$ cat src/rtl/fetch_unit_pkg.sv
// Shared definitions for the instruction fetch unit: FSM encoding, buffer
// entry layout, NOP word and default reset vector.
package fetch_unit_pkg;

  typedef enum logic {
    ST_RUN  = 1'b0,
    ST_DROP = 1'b1
  } fetch_state_e;

  typedef struct packed {
    logic [31:0] inst;
    logic [31:0] pc;
  } fetch_entry_t;

  localparam logic [31:0] NOP_WORD         = 32'h0000_0000;
  localparam logic [31:0] DEFAULT_RESET_PC = 32'h0040_0000;

  function automatic logic [31:0] word_align(input logic [31:0] addr);
    return {addr[31:2], 2'b00};
  endfunction

endpackage

$ cat src/rtl/fetch_fifo.sv
// Two-entry in-order buffer of fetched {inst, pc}; slot0 is always the head.
module fetch_fifo
  import fetch_unit_pkg::*;
(
  input  logic         clk,
  input  logic         reset,
  input  logic         push_i,
  input  logic         pop_i,
  input  logic         flush_i,
  input  fetch_entry_t push_entry_i,
  output fetch_entry_t head_o,
  output logic [1:0]   count_o
);

  fetch_entry_t slot0_q, slot1_q;
  logic [1:0]   count_q;

  always_ff @(posedge clk or negedge reset) begin
    if (!reset) begin
      count_q <= 2'd0;
    end else if (flush_i) begin
      count_q <= 2'd0;
    end else if (push_i && !pop_i) begin
      count_q <= count_q + 2'd1;
    end else if (pop_i && !push_i) begin
      count_q <= count_q - 2'd1;
    end
  end

  // Entries carry no reset; count alone decides what is valid.
  always_ff @(posedge clk) begin
    if (!flush_i) begin
      if (pop_i) begin
        slot0_q <= (push_i && count_q == 2'd1) ? push_entry_i : slot1_q;
        if (push_i) slot1_q <= push_entry_i;
      end else if (push_i) begin
        if (count_q == 2'd0) slot0_q <= push_entry_i;
        else                 slot1_q <= push_entry_i;
      end
    end
  end

  assign head_o  = slot0_q;
  assign count_o = count_q;

endmodule

$ cat src/rtl/fetch_unit.sv
// Instruction fetch unit: single-outstanding memory requester feeding a
// 2-entry buffer, with redirect handling and a DROP state for abandoned requests.
module fetch_unit
  import fetch_unit_pkg::*;
#(
  parameter logic [31:0] RESET_PC = DEFAULT_RESET_PC
)
(
  input  logic        clk,
  input  logic        reset,
  input  logic        PCWrite,
  input  logic        Redirect,
  input  logic [31:0] Redirect_PC,
  output logic        Imem_Req,
  output logic [31:0] Imem_Addr,
  input  logic        Imem_Ack,
  input  logic [31:0] Imem_Rdata,
  output logic        IF_Valid,
  output logic [31:0] IF_Inst,
  output logic [31:0] IF_PC_Plus4
);

  fetch_state_e state_q;
  logic [31:0]  fa_q;
  logic [31:0]  drop_addr_q;
  logic         active_q;
  logic [1:0]   count;
  fetch_entry_t head;
  fetch_entry_t push_entry;
  logic         ack_acc, push, pop;

  // active_q keeps the request low for the first cycle after reset release,
  // so a stray Ack left over from before reset can never be accepted.
  assign Imem_Req   = active_q && (state_q == ST_DROP || count != 2'd2);
  assign Imem_Addr  = (state_q == ST_DROP) ? drop_addr_q : fa_q;
  assign ack_acc    = Imem_Ack && Imem_Req;
  assign push       = (state_q == ST_RUN) && ack_acc && !Redirect;
  assign pop        = PCWrite && IF_Valid && !Redirect;
  assign push_entry = '{inst: Imem_Rdata, pc: fa_q};

  fetch_fifo u_fifo (
    .clk          (clk),
    .reset        (reset),
    .push_i       (push),
    .pop_i        (pop),
    .flush_i      (Redirect),
    .push_entry_i (push_entry),
    .head_o       (head),
    .count_o      (count)
  );

  assign IF_Valid    = (count != 2'd0);
  assign IF_Inst     = IF_Valid ? head.inst : NOP_WORD;
  assign IF_PC_Plus4 = IF_Valid ? head.pc + 32'd4 : 32'h0;

  always_ff @(posedge clk or negedge reset) begin
    if (!reset) begin
      state_q  <= ST_RUN;
      fa_q     <= RESET_PC;
      active_q <= 1'b0;
    end else begin
      active_q <= 1'b1;
      case (state_q)
        ST_RUN: begin
          if (Redirect) begin
            fa_q <= word_align(Redirect_PC);
            if (Imem_Req && !Imem_Ack) state_q <= ST_DROP;
          end else if (push) begin
            fa_q <= fa_q + 32'd4;
          end
        end
        ST_DROP: begin
          if (Redirect) fa_q <= word_align(Redirect_PC);
          if (Imem_Ack) state_q <= ST_RUN;
        end
        default: state_q <= ST_RUN;
      endcase
    end
  end

  // The abandoned address must stay on the bus until memory answers it.
  always_ff @(posedge clk) begin
    if (state_q == ST_RUN && Redirect && Imem_Req && !Imem_Ack) drop_addr_q <= fa_q;
  end

endmodule

$ cat config.mk
export PLATFORM = sky130hd
export DESIGN_NAME = fetch_unit
export DESIGN_NICKNAME = d
export VERILOG_FILES = /design/src/rtl/fetch_unit_pkg.sv /design/src/rtl/fetch_fifo.sv /design/src/rtl/fetch_unit.sv
export SDC_FILE = /design/constraint.sdc
export NUM_CORES = 1
export LEC_CHECK = 0
export ABC_AREA = 1
export CORE_MARGIN = 5
export CORE_UTILIZATION = 45
export CTS_CLUSTER_DIAMETER = 120
export CTS_CLUSTER_SIZE = 8
export DETAILED_ROUTE_END_ITERATION = 6
export PLACE_DENSITY = 0.69
export SLEW_MARGIN = 0
export SYNTH_ARGS = -nofsm -noshare
export SYNTH_HDL_FRONTEND = slang
export SYNTH_SLANG_ARGS = --single-unit
$ cat constraint.sdc
create_clock -name clk -period 7.8 [get_ports clk]
set_input_delay 1.95 -clock clk [delete_from_list [all_inputs] [get_ports clk]]
set_output_delay 1.95 -clock clk [all_outputs]
set_load 0.02 [all_outputs]
Word level (Yosys, flattened, before mapping)

Index checks and enable logic that the tools add are counted.

Add/subtract/negate cells: 4
Divide/modulo/power cells: 0
Shift-type cells: 0
Bitwise gates (word level): 2
Mux-type cells: 22
Magnitude comparators: 0
Equal/unequal tests: 5
Reduce and logical (&&, ||, !) cells: 26
$mul: 0

Operator list:

| kind                                                                  | count |
|---|---|
| 64-bit 2-to-1 mux                                                     | 8 |
| 32-bit 2-to-1 mux                                                     | 6 |
| 32-bit by 3-bit adder with 32-bit output, second input constant       | 2 |
| 32-bit case mux with 2 select lines                                   | 1 |
| 1-bit logical AND                                                     | 13 |
| 2-bit 2-to-1 mux                                                      | 3 |
| 3-bit AND reduction                                                   | 2 |
| 2-bit nonzero test                                                    | 3 |
| 1-bit logical NOT                                                     | 4 |
| 2-bit != test, second input constant                                  | 2 |
| 1-bit 2-to-1 mux                                                      | 3 |
| 3-bit by 2-bit != test with 1-bit output, second input constant       | 1 |
| 3-bit nonzero test                                                    | 1 |
| 2-bit by 1-bit adder with 2-bit output, second input constant         | 1 |
| 2-bit by 1-bit equality test with 1-bit output, second input constant | 1 |
| 2-bit logical NOT                                                     | 1 |
| 2-bit by 1-bit != test with 1-bit output, second input constant       | 1 |
| 1-bit inverter                                                        | 2 |
| 1-bit case mux with 2 select lines                                    | 1 |
| 2-bit AND reduction                                                   | 1 |
| 2-bit by 1-bit subtractor with 2-bit output, second input constant    | 1 |
| 1-bit logical OR                                                      | 1 |

Latch bits: 0
Logic and storage cells: 68
Bits of input ports: 69
Memories: 0
Bits in writable memories: 0
Output and inout port bits: 98
Memory bits (read-only): 0
Bits in registers: 196

Logic depth before layout (Yosys ltp)

Gate-level depths: netlist of the first run.

Word-level depth: 11
Mapped depth: 12
Gate-level depth less buffers: 11

Cells and area by module

Synthesis of the first run repeated with hierarchy kept, for this count alone.

Cell total of the unflattened synthesis: 1169
Area total of the unflattened synthesis: 10169.8 µm²

Modules (own cells, without submodules):

| module     | area an instance (µm²) | cells each | times used | sequential area each (µm²) |
|---|---|---|---|---|
| fetch_fifo | 5131.2                 | 360        | 1          | 3893.7 |
| fetch_unit | 5038.6                 | 809        | 1          | 1702.9 |

Least setup slack after synthesis of the first run

OpenSTA, ideal clock, no wires.

Path type: input to register
Start: input port Redirect
End: register u_fifo.slot0_q, in the netlist u_fifo.head_o[10], enable pin
Stages on the path: 3
Setup time: 568 ps
Buffers on the path: 0
Data arrival time: 6600 ps
Path slack: 632 ps
Path through: nor2_2 > nand3_2 > o21ai_0

Longest elaborated chain between the ends: 4
Elaborated cells between the ends (all ways): 7
Classes of those cells: bitwise (1); reduce/logical (6)

RTL lines:

| item                                        | RTL line                           | source |
|---|---|---|
| start: declaration                          | fetch_unit.sv:12                   | `input logic Redirect,` |
| 1-bit logical NOT                           | --                                 |  |
| 1-bit logical AND, on equally long branches | fetch_unit.sv:38, fetch_unit.sv:37 |  |
| 2-bit nonzero test (no line)                | --                                 |  |
| 3-bit AND reduction (no line) *             | --                                 |  |
| end signal: assignment                      | fetch_fifo.sv:34                   | `slot0_q <= (push_i && count_q == 2'd1) ? push_entry_i : slot1_q;` |
| end signal: assignment                      | fetch_fifo.sv:37                   | `if (count_q == 2'd0) slot0_q <= push_entry_i;` |
| end: declaration                            | fetch_fifo.sv:15                   | `fetch_entry_t slot0_q, slot1_q;` |

Every way passes the cells marked *; elsewhere a longest branch is shown, timed or not.
A chain may end at the register's enable or synchronous reset.

Final worst setup path of the first run

Start: register u_fifo.slot0_q, in the netlist u_fifo.head_o[2]
End: output port IF_PC_Plus4[26]

Longest elaborated chain between the ends: 2

RTL lines:

| item                                     | RTL line         | source |
|---|---|---|
| 32-bit by 3-bit adder with 32-bit output | fetch_unit.sv:54 | `assign IF_PC_Plus4 = IF_Valid ? head.pc + 32'd4 : 32'h0;` |
| 32-bit 2-to-1 mux                        | fetch_unit.sv:54 |  |
| end: declaration                         | fetch_unit.sv:20 | `output logic [31:0] IF_PC_Plus4` |

No other way between the ends.

==> qor.txt, run 1 <==
distinct cell type count after synthesis -> 37
setup TNS -> 0 ns
syn_area_per_cell -> 8.792 sq um
vias post-DR -> 7551
Die Width -> 154.7 microns
drt total wl -> 23550 microns
Slew Viols, Final -> 0
P_int -> 0.002003 W
final hold vios -> 0
CTS Buf Count -> 17
Final Core Density -> 0.5645
All-Layer GR Usage -> 0.1984
area delta synth->final -> 24.72%
Setup Viol. Count Final -> 0
Post-DRT Antenna Nets -> 0
Total Power -> 0.003041 W
CTS tree -> done
Worst Hold End -> u_fifo.head_o[63]
Syn. warnings -> 0
crit path DAT -> 2.90 ns
CP Class -> register to output pin
Critical path buffers and inverters -> 2
CTS sink cnt -> 188
worst hold start -> u_fifo.slot1_q[63]
switching share of power -> 0.3414
post-CTS setup buffers -> 0
prevailing post-synth register cell -> edfxtp_1
final worst path period need -> 4.853 ns
Psw -> 0.001038 W
DRC viols -> 2
Cell Chain, Critical Path -> ha_1, nand2_1, nor3_2, inv_1, nor2_1, nand2_1, nand2_1, nand2_1, nor2_1, clkdlybuf4s50_1
Worst setup EP type -> output pin
Root Driver -> clkbuf_16
Reg2Reg Depth -> 10
Final WS setup -> 2.947 ns
Slowest-stage cell, CP -> clkdlybuf4s50_1
Cell Area, Synth -> 9425 sq um
worst-path fanout max -> 5
Clock Latency Late Sink -> 0.43 ns
FF+latch count, synth -> 188
Cells after Synth -> 1072
initial core utilization -> 0.4526
required time of the critical path -> 5.85 ns
cts repair resizes -> 0
IO Pins -> 167
initial DRC count -> 648
async set or reset register ratio after synthesis -> 0.1809
H-tree levels -> 4
vias in the first global route -> 7158
initial antenna violation count -> 0
I/O Buffers -> 160
RSZ-0062 raised after global routing -> no
FF-to-FF Start -> u_fifo.count_o[0]
Die H -> 154.7 microns
combinational power share -> 0.306
largest net degree at the start of global routing -> 64
total gr overflow -> 0
Power Dens Cells -> 258.7 nW/um^2
row count -> 53
total iterations of the first detailed-routing run -> 7
maxcap violations -> 0
CP Launch Type -> register
layout cells sized above 1 -> 0.04380
reg2reg setup slack -> 4.52 ns
Via density -> 5.007
status -> finished with violations
worst slew pin tran -> 0.9726 ns
worst hold path class -> register to register
antenna cells -> 0
area of the core -> 20820 sq um
Reg-to-Reg End -> u_fifo.head_o[27]
share of power burned in registers -> 0.438
CP peak stage delay -> 0.63 ns
fin crit share -> 0.6222
cts-stage hold buffer count -> 0
fmax -> 206.0 MHz
Final GP Congestion -> 0.9136
Clk network pwr share -> 0.256
routed len/inst -> 15.62 microns
clk_skew -> 0.008657 ns
most used cell, CP -> nand2_1
Static Leakage -> 4.614 nW
register area share after synthesis -> 0.5810
die area -> 23940 sq um
clock transition at the registers of the reported paths -> 0.07 ns
first-pass GRT wire length -> 37640 microns
peak supply drop -> 0.1548 mV
number of cells on the worst hold path -> 2
pre-CTS WS -> 2.969 ns
Crit path max-delay family -> simple AND/OR/NAND/NOR gates
clk buf depth -> 2
number of synthesized flops with an enable pin -> 154
worst relative slew slack -> 0.3509
violated checks -> design-rule violations
post-DP HPWL -> 17210 microns
Final nets -> 1294
## cells by family after synthesis
group | Yosys count | synth area share
compound gates | 178 | 0.09916
xor+xnor | 18 | 0.01673
fa+ha+maj | 5 | 0.006637
buf+inv | 192 | 0.08602
flops | 188 | 0.5810
mux | 1 | 0.001062
other cells | 2 | 0.0007968
simple gates | 488 | 0.2085
## worst min-delay path: cells and delay by family (launching register included)
family           cells  cell delay, ns
AO/OA/AOI/OAI        1            0.05
AND/OR/NAND/NOR      1            0.06
flip-flops           1            0.32
## routing by layer
layer  track usage  share of wire  vias up
li1              -              -     3787
met1        0.2721           0.45     3450
met2        0.3224           0.46      286
met3       0.03525          0.065       28
met4       0.06392          0.018        0
met5             0              0        -
## state kept, by name (all words and copies together) (netlist names)
name	count
drop_addr_q	30
u_fifo.slot1_q	62
u_fifo.head_o	62
u_fifo.count_o	2
active_q	1
fa_q	30
state_q	1
## layout make-up
| cell class | count | area [sq um] |
|---|---|---|
| Inverter | 149 | 559.3 |
| Clock buffer | 18 | 429.2 |
| Tap cell | 275 | 344.1 |
| Multi-Input combinational cell | 695 | 3181 |
| Fill cell | 1915 | 9067 |
| Clock inverter | 14 | 96.34 |
| Timing Repair Buffer | 169 | 1669 |
| Sequential cell | 188 | 5477 |
## worst max path at each step
stage | slack (ns) | start | endpoint | cells after the start
after floorplan | 0.63 | Redirect | u_fifo.head_o[10] | 3
after global placement | 2.99 | Redirect | u_fifo.slot1_q[26] | 6
after detailed placement | 2.97 | Redirect | u_fifo.slot1_q[26] | 6
after CTS | 2.91 | u_fifo.head_o[2] | IF_PC_Plus4[26] | 10
after global routing | 2.78 | u_fifo.head_o[2] | IF_PC_Plus4[26] | 10
final | 2.95 | u_fifo.head_o[2] | IF_PC_Plus4[26] | 10
## synth_stat cells, drive strengths merged (4+ instances only)
| cell type | count | share of area |
|---|---|---|
| buf | 27 | 0.020 |
| nor2 | 141 | 0.056 |
| inv | 149 | 0.059 |
| o21ai | 131 | 0.071 |
| dfrtp | 33 | 0.088 |
| a21oi | 36 | 0.019 |
| edfxtp | 154 | 0.49 |
| o22ai | 4 | 0.0027 |
| xor2 | 15 | 0.014 |
| ha | 5 | 0.0066 |
| nand4 | 12 | 0.0080 |
| nand2 | 273 | 0.11 |
| clkbuf | 16 | 0.0064 |
| nand3 | 35 | 0.019 |
| nor3 | 22 | 0.012 |
## cell usage in the layout, fill, tap and decap left out, types with 3 or more instances in the layout
master | synthesis | layout
nand2_1 | 271 | 271
clkdlybuf4s50_1 | 0 | 160
edfxtp_1 | 154 | 154
inv_1 | 147 | 147
nor2_1 | 140 | 138
o21ai_0 | 69 | 68
o21ai_1 | 59 | 59
a21oi_1 | 36 | 36
nand3_1 | 34 | 34
dfrtp_1 | 33 | 33
nor3_1 | 21 | 21
clkbuf_16 | 0 | 17
xor2_1 | 15 | 15
nand4_1 | 12 | 12
buf_4 | 5 | 9
clkinvlp_4 | 0 | 6
conb_1 | 2 | 5
o22ai_1 | 4 | 4
ha_1 | 5 | 4
xnor2_1 | 3 | 3
a22oi_1 | 3 | 3
clkinv_1 | 0 | 3
## stage by stage
stage          cells  hold WS [ns]  instance area (sq um)
3_3_place_gp    1476        0.5054                  11230
5_1_grt         1508        0.5333                  11760
6_report        1508        0.5259                  11760
3_5_place_dp    1476        0.5115                  11230
2_1_floorplan   1075        0.4846                   9437
4_1_cts         1508        0.5257                  11760
## power by group through the flow
stage / Combinational [W] / Sequential (W) / Clock, W
after global routing: 0.00102 / 0.00135 / 0.000838
after detailed placement: 0.000938 / 0.00135 / 0
after floorplan: 0.000555 / 0.00133 / 0
final: 0.000930 / 0.00133 / 0.000778
after global placement: 0.000926 / 0.00135 / 0
after CTS: 0.000941 / 0.00133 / 0.000794
Note: power is estimated with default switching activity, not from simulation.
==> inputs of run 2 (changes only) <==
--- a/config.mk
+++ b/config.mk
@@ -11,7 +11,7 @@
 export CTS_CLUSTER_DIAMETER = 120
 export CTS_CLUSTER_SIZE = 8
 export DETAILED_ROUTE_END_ITERATION = 6
-export PLACE_DENSITY = 0.69
+export PLACE_DENSITY = 0.72
 export SLEW_MARGIN = 0
 export SYNTH_ARGS = -nofsm -noshare
 export SYNTH_HDL_FRONTEND = slang
==> constraint.sdc (replaced) <==
create_clock -name clk -period 4.3 [get_ports clk]
set_input_delay 1.075 -clock clk [delete_from_list [all_inputs] [get_ports clk]]
set_output_delay 1.075 -clock clk [all_outputs]
set_load 0.02 [all_outputs]
==> run 2 against run 1 <==
Compared with the run above:
- register-to-register slack got worse by 3.0 ns
- critical path depth unchanged
- global-route usage is 0.38 points higher
- via count is 0.24% lower
- critical endpoint unchanged
- sequential share of layout area down 0.66 points
- worst hold slack better by 0.00094 ns
- final cell count rose by 0.33%
- combinational power is 83% higher
- the run now ends clean
==> qor.txt, run 2 (synthesis results as in run 1) <==
fillers -> 1898 (-0.89%)
Psw -> 0.001898 W (+83%)
status -> finished, final reports clean
setup TNS -> 0 ns (unchanged)
Cell Chain, Critical Path -> ha_1, nand2_1, nor3_2, inv_1, nor2_1, nand2_1, nand2_1, nand2_1, nor2_1, clkdlybuf4s50_1
Power Dens Cells -> 490.3 nW/um^2 (+90%)
total gr overflow -> 0 (unchanged)
layout cells sized above 1 -> 0.04847 (+0.004670)
pre-CTS WS -> 0.7597 ns (-2.209 ns)
All-Layer GR Usage -> 0.2023 (+0.003831)
clock transition at the registers of the reported paths -> 0.07 ns (about the same)
worst hold path class -> register to register
CTS Buf Count -> 17 (unchanged)
most used cell, CP -> nand2_1
Root Driver -> clkbuf_16
CTS sink cnt -> 188 (unchanged)
final worst path period need -> 4.008 ns
antenna cells -> 0 (unchanged)
Via density -> 4.979 (-0.57%)
row count -> 53 (unchanged)
clk_skew -> 0.01051 ns (+0.001852 ns)
area of the core -> 20820 sq um (unchanged)
fmax -> 249.5 MHz
total iterations of the first detailed-routing run -> 5 (-2)
worst-path fanout max -> 5 (unchanged)
combinational power share -> 0.290 (-0.016)
Slew Viols, Final -> 0 (unchanged)
crit path DAT -> 2.93 ns (+0.03 ns)
first-pass GRT wire length -> 38020 microns (+1.0%)
Final GP Congestion -> 0.9511 (+4.1%)
most common cell after layout, fill and taps aside -> nand2_1
switching share of power -> 0.3246 (-0.01682)
initial core utilization -> 0.4526 (unchanged)
largest net degree at the start of global routing -> 63 (-1.6%)
Static Leakage -> 4.711 nW (+2.1%)
area delta synth->final -> 26.52%
Post-DRT Antenna Nets -> 0 (unchanged)
vias in the first global route -> 7074 (-1.2%)
initial DRC count -> 590 (-9.0%)
Clock Latency Late Sink -> 0.44 ns (about the same)
CP Launch Type -> register
clk buf depth -> 2 (unchanged)
placed inst area -> 11280 sq um (+0.45%)
Final Instance Area -> 11930 sq um (+1.4%)
Total Power -> 0.005847 W (+92%)
final hold vios -> 0 (unchanged)
maxcap violations -> 0 (unchanged)
IO Pins -> 167 (unchanged)
required time of the critical path -> 3.22 ns (-2.63 ns)
I/O Buffers -> 160 (unchanged)
Final nets -> 1299 (+0.39%)
CTS tree -> done
post-DP HPWL -> 18240 microns (+6.0%)
Slowest-stage cell, CP -> clkdlybuf4s50_1
post-CTS setup buffers -> 0 (unchanged)
DRC viols -> 0 (-2)
worst relative slew slack -> 0.3304 (-0.02048)
CP Class -> register to output pin
CP peak stage delay -> 0.65 ns (+0.02 ns)
routed len/inst -> 15.86 microns (+1.6%)
initial antenna violation count -> 0 (unchanged)
Setup Viol. Count Final -> 0 (unchanged)
peak supply drop -> 0.2753 mV (+78%)
H-tree levels -> 4 (unchanged)
P_int -> 0.003949 W (+97%)
RSZ-0062 raised after global routing -> no
Die H -> 154.7 microns (unchanged)
fin crit share -> 0.9322
most frequent cells in the layout -> nand2_1 (271), clkdlybuf4s50_1 (160), edfxtp_1 (154)
share of power burned in registers -> 0.414 (-0.024)
Die Width -> 154.7 microns (unchanged)
drt total wl -> 24000 microns (+1.9%)
cts repair resizes -> 0 (unchanged)
Final WS setup -> 0.2916 ns (-2.655 ns)
Worst setup EP type -> output pin
Clk network pwr share -> 0.296 (+0.040)
die area -> 23940 sq um (unchanged)
cts-stage hold buffer count -> 0 (unchanged)
vias post-DR -> 7533 (-0.24%)
worst slew pin tran -> 1.003 ns (+0.03068 ns)
run 2: area by class of cell:
class | count | area (sq um) | area share
Timing Repair Buffer | 174 | 1719 | 0.1442
Tap cell | 275 | 344.1 | 0.02885
Clock buffer | 20 | 436.7 | 0.03662
Inverter | 149 | 559.3 | 0.04690
Sequential cell | 188 | 5477 | 0.4592
Clock inverter | 12 | 209.0 | 0.01752
Multi-Input combinational cell | 695 | 3181 | 0.2667
run 2: worst paths after layout:
| kind | depth (start not counted) | slack, ns | endpoint | from |
|---|---|---|---|---|
| max in group asynchronous | 2 | 2.38 | state_q | reset |
| worst min-delay path | 2 | 0.53 | u_fifo.head_o[63] | u_fifo.slot1_q[63] |
| worst max-delay path | 10 | 0.29 | IF_PC_Plus4[26] | u_fifo.head_o[2] |
| worst max register to register | 9 | 1.54 | u_fifo.head_o[6] | u_fifo.count_o[0] |
| worst min register to register | 2 | 0.53 | u_fifo.head_o[63] | u_fifo.slot1_q[63] |
| min in group asynchronous | 1 | 1.10 | fa_q[28] | reset |
run 2: power by group through the flow:
stage	sequential, W	clock [W]	combinational [W]
floorplan	0.00239	0	0.00101
global placement	0.00245	0	0.00169
detailed placement	0.00246	0	0.00171
CTS	0.00242	0.00175	0.00172
global route	0.00245	0.00184	0.00187
finish	0.00242	0.00173	0.00170
run 2: critical path, delay by kind of cell (launching register included):
| kind | cells | cell delay [ns] |
|---|---|---|
| buffers and inverters | 2 | 0.78 |
| DFF | 1 | 0.41 |
| and+or+nand+nor | 7 | 1.12 |
| adders and majority gates | 1 | 0.20 |
run 2: routing by layer:
layer  global-route usage  part of all wire
met1               0.2800              0.44
met2               0.3303              0.48
met3              0.03414             0.064
met4              0.05845             0.017
met5                    0                 0
run 2: through the flow:
stage,std cells,hold WS [ns],util
3_3_place_gp,1481,0.5069,0.5417
3_5_place_dp,1481,0.5136,0.5417
6_report,1513,0.5268,0.5727
2_1_floorplan,1075,0.4846,-
5_1_grt,1513,0.5493,0.5727
4_1_cts,1513,0.5303,0.5727
